--- config.mk ---
export PLATFORM = sky130hd
export DESIGN_NAME = sr_latch_ctrl
export DESIGN_NICKNAME = d
export VERILOG_FILES = /design/src/rtl/sr_latch_ctrl.sv
export SDC_FILE = /design/constraint.sdc
export NUM_CORES = 1
export LEC_CHECK = 0
export BUFFER_PORTS_ARGS = -buffer_cell sky130_fd_sc_hd__buf_4
export CAP_MARGIN = 20
export CORE_MARGIN = 2
export CORE_UTILIZATION = 40
export DETAILED_ROUTE_END_ITERATION = 12
export GPL_TIMING_DRIVEN = 0
export PLACE_DENSITY_LB_ADDON = 0.3
export SETUP_SLACK_MARGIN = 0.05
export SYNTH_ARGS = -nofsm -noshare
export SYNTH_HDL_FRONTEND = slang
export SYNTH_SLANG_ARGS = --single-unit
--- constraint.sdc ---
create_clock -name clk -period 3.3 [get_ports clk]
set_input_delay 0.66 -clock clk [delete_from_list [all_inputs] [get_ports clk]]
set_output_delay 0.66 -clock clk [all_outputs]
set_load 0.02 [all_outputs]
--- src/rtl/sr_latch_ctrl.sv ---
// Sequencer for a bank of gated SR latches: arbitrates two requesters, then
// drives setup / enable pulse / hold, reads the latch back and acknowledges.
module sr_latch_ctrl #(
   parameter int unsigned N         = 4,
   parameter int unsigned PULSE_CYC = 2,
   localparam int unsigned IW       = (N > 1) ? $clog2(N) : 1
) (
   input  logic          clk,
   input  logic          rst,
   input  logic          a_req,
   input  logic          a_op,
   input  logic [IW-1:0] a_idx,
   input  logic          b_req,
   input  logic          b_op,
   input  logic [IW-1:0] b_idx,
   output logic          a_ack,
   output logic          b_ack,
   output logic          err,
   output logic [N-1:0]  S,
   output logic [N-1:0]  R,
   output logic [N-1:0]  E,
   input  logic [N-1:0]  Q
);

   localparam int unsigned CW = 4;

   typedef enum logic [2:0] {IDLE, SETUP, PULSE, HOLD, CHECK} state_t;

   state_t        state;
   logic          op_q;
   logic [IW-1:0] idx_q;
   logic          gnt_b;
   logic          rr_b;
   logic [CW-1:0] cnt;

   logic          grant_a_c;
   logic          grant_b_c;
   logic          g_op_c;
   logic [IW-1:0] g_idx_c;
   logic [N-1:0]  g_sel_c;
   logic [N-1:0]  sel_c;
   logic          q_sel_c;
   logic          idx_ok_c;

   // Round-robin grant: rr_b set means B wins a tie.
   always_comb begin
      grant_a_c = a_req & (~b_req | ~rr_b);
      grant_b_c = b_req & ~grant_a_c;
      g_op_c    = grant_b_c ? b_op  : a_op;
      g_idx_c   = grant_b_c ? b_idx : a_idx;
   end

   // One-hot decode of the incoming and the registered index; out-of-range gives zero.
   always_comb begin
      g_sel_c = '0;
      sel_c   = '0;
      q_sel_c = 1'b0;
      for (int unsigned i = 0; i < N; i++) begin
         if (IW'(i) == g_idx_c) g_sel_c[i] = 1'b1;
         if (IW'(i) == idx_q) begin
            sel_c[i] = 1'b1;
            q_sel_c  = Q[i];
         end
      end
      idx_ok_c = |sel_c;
   end

   // Sequencer; outputs are loaded for the state being entered so they are registered.
   always_ff @(posedge clk or posedge rst) begin
      if (rst) begin
         state <= IDLE;
         op_q  <= 1'b0;
         idx_q <= '0;
         gnt_b <= 1'b0;
         rr_b  <= 1'b0;
         cnt   <= '0;
         a_ack <= 1'b0;
         b_ack <= 1'b0;
         err   <= 1'b0;
         S     <= '0;
         R     <= '0;
         E     <= '0;
      end else begin
         a_ack <= 1'b0;
         b_ack <= 1'b0;
         err   <= 1'b0;
         case (state)
            IDLE: begin
               if (grant_a_c || grant_b_c) begin
                  state <= SETUP;
                  op_q  <= g_op_c;
                  idx_q <= g_idx_c;
                  gnt_b <= grant_b_c;
                  rr_b  <= grant_a_c;
                  S     <= g_op_c ? g_sel_c : '0;
                  R     <= g_op_c ? '0 : g_sel_c;
                  E     <= '0;
               end
            end
            SETUP: begin
               state <= PULSE;
               E     <= sel_c;
               cnt   <= CW'(PULSE_CYC - 1);
            end
            PULSE: begin
               if (cnt == '0) begin
                  state <= HOLD;
                  E     <= '0;
               end else begin
                  cnt <= cnt - CW'(1);
               end
            end
            HOLD: begin
               // Q is stable with the gate closed; sample it here so ack/err land in CHECK.
               state <= CHECK;
               S     <= '0;
               R     <= '0;
               E     <= '0;
               a_ack <= ~gnt_b;
               b_ack <= gnt_b;
               err   <= ~idx_ok_c | (q_sel_c != op_q);
            end
            CHECK: begin
               state <= IDLE;
            end
            default: begin
               state <= IDLE;
               S     <= '0;
               R     <= '0;
               E     <= '0;
            end
         endcase
      end
   end

endmodule
==> results.yml <==
outcome:
  outcome: "complete, no violations"
job:
  maxCapViolations: 0
detailed_routing:
  remaining_drc_errors: 0
  via_count: 963
  met3_length_um: 89
  wl_met1_mm: 1.05
  wirelength_mm: 2.44
  wl_per_cell_um: 13.1
  first_pass_iters: 4
  maxUsedRoutingLayer: "met4"
  via_per_inst: 5.15
  drtIter0Drc: 13
  wl_met2_mm: 1.27
  postRouteAntennaNets: 0
layout:
  fill_cells: 291
  fin_area_mm2: 0.00159
  fin_nets: 159
  n_antenna_cell: 0
  area_delta_synth_final_pct: 25.3
  multi_input_area_um2: 544
  drive_above_1_share_pct: 30.8
  regArea_um2: 676
place:
  placed_area_mm2: 0.00153
  dp_hpwl_mm: 1.85
  gp_congestion: 0.730
  io_buffers: 28
timing:
  finalHoldViolCount: 0
  maxSlewViolCount: 0
  fmax_ghz: 0.595
  finalCriticalPeriod_ns: 1.68
  worst_pin_slew_ns: 0.516
  hold_ws_ns: 0.246
  fin_skew_ns: 0.00197
  slew-limit-headroom_pct: 65.3
  tns_ns: 0
  finalCritPeriodShare_pct: 50.9
  setup_viol: 0
  rsz0062_at_grt: "false"
synthesis:
  synth-edff-count: 0
  synth_ff_type: "dfrtp_1"
  synth_top_area_share_pct: 53.4
  ys_seq_area_share_pct: 53.4
  ys_top_cells_by_area: "dfrtp_1 (53%), a32o_1 (7.9%), nor2_1 (3.9%), a21oi_1 (2.0%), nor3_1 (2.0%)"
  yosysWarnings: 0
  netlist_top_cells_count: "dfrtp_1 (27), nor2_1 (13), a32o_1 (10)"
  synth_cell_type_count: 37
  ys_ff_latch: 27
  synthCells: 110
  synth_top_area_cell: "dfrtp_1"
  avgSynthCellArea_um2: 11.5
  yosysMostFrequentCell: "dfrtp_1"
  synth_area_mm2: 0.00127
  async_flop_share_pct: 100
  syn_nets: 125
clock_network:
  cts_buffers: 3
  htreeDepth: 1
  cts.sinks: 27
  hold_buffers: 0
  cts.path.max_buffers: 2
  cts_tree: "built"
  post_cts.repair.setup_buffers: 0
  root_buffer: "clkbuf_4"
  worstSkewPairLatency_ns: 0.32
  post_cts_resized: 0
  path_clk_slew_ns: 0.14
global_routing:
  track_usage_pct: 14.6
  antenna_found_initial: 0
  grt_pass1_vias: 930
  grt_pass1_wl_mm: 4.02
  grt_max_degree: 28
  grt-ovfl-total: 0
floorplan:
  die_w_um: 60.3
  die_height_um: 60.3
  start_util_pct: 41.8
  coreArea_mm2: 0.00303
  io_pins: 29
  die_area_mm2: 0.00363
  num_rows: 20
worst_hold_path:
  hp-class: "in2async"
worst_setup_path:
  cp.arrival_ns: 1.90
  startpoint_type: "register"
  critPathRequiredTime_ns: 3.52
  crit_type: "reg2reg"
  endpoint_kind: "register"
  crit_fanout: 4
power:
  peakVddDrop_mv: 0.390
  power_leakage_nw: 0.757
  p_per_area_mw_per_mm2: 890
## worst paths after layout
| path | slack, ns | to | cells after the start | startpoint |
|---|---|---|---|---|
| max reg2reg | 1.62 | E[1]$_DFFE_PP0P_ | 6 | cnt[0]$_DFFE_PP0P_ |
| min reg2reg | 0.46 | a_ack$_DFF_PP0_ | 1 | gnt_b$_DFFE_PP0P_ |
| min | 0.25 | E[0]$_DFFE_PP0P_ | 2 | rst |
| max | 1.62 | E[1]$_DFFE_PP0P_ | 6 | cnt[0]$_DFFE_PP0P_ |
| min in group clk | 0.46 | a_ack$_DFF_PP0_ | 1 | gnt_b$_DFFE_PP0P_ |
| max in group asynchronous | 2.67 | E[3]$_DFFE_PP0P_ | 3 | rst |
## state kept, by name, indices dropped and copies added, names as in the netlist
name and cells:
err 1, a_ack 1, cnt 4, op_q 1, idx_q 2, E 4, gnt_b 1, rr_b 1
b_ack 1, state 3, R 4, S 4
## where the power goes
group | internal, mW | switching, mW | leakage (nW)
sequential | 0.459 | 0.0960 | 0.350
clock | 0.0454 | 0.0954 | 0.0177
combinational | 0.327 | 0.389 | 0.390
total | 0.831 | 0.580 | 0.757
## cell type report
type,instances,area share [%]
Tap cell,44,3.47
Multi-Input combinational cell,75,34.3
Sequential cell,27,42.6
Clock buffer,3,1.42
Buffer,4,1.97
Clock inverter,1,0.315
Inverter,4,0.946
Timing Repair Buffer,29,15.0
## kinds of logic after synthesis
group / after synthesis / share of synthesized area, %
simple gates: 41 / 17.4
fa+ha+maj: 2 / 1.78
compound gates: 23 / 15.9
xor+xnor: 4 / 2.77
flops: 27 / 53.4
buf+inv: 8 / 3.65
mux: 5 / 5.14
## stage by stage
stage,setup slack [ns],instances,total power [mW],util [%]
2_1_floorplan,1.66,110,1.06,-
3_3_place_gp,1.47,182,1.25,50.6
3_5_place_dp,1.44,182,1.28,50.6
4_1_cts,1.63,186,1.42,51.5
5_1_grt,1.51,187,1.52,52.4
6_report,1.62,187,1.41,52.4
## cells in the final DEF, fill, tap and decap left out, types with 2 or more instances in the layout
cell type   n
buf_4      28
dfrtp_1    27
nor2_1     13
a32o_1     10
nand2_1     6
nor3_1      5
a21oi_1     5
inv_1       4
nand3_1     3
clkbuf_4    3
buf_6       2
nand2b_1    2
mux2_2      2
mux2i_1     2
nor3b_1     2
nor4_1      2
xnor2_1     2
xor2_1      2
## routing by layer
metal	global-route usage [%]	vias up
li1	-	472
met1	18.9	467
met2	24.8	20
met3	2.38	4
met4	4.76	0
met5	0	-
## critical path, cell delays in order (launching register included)
cell	delay [ns]
dfrtp_1	0.43
inv_1	0.07
ha_1	0.17
or3b_1	0.40
nand2_1	0.10
o31ai_1	0.13
a22o_1	0.28
No activity file was read; power rests on OpenSTA's default activity.
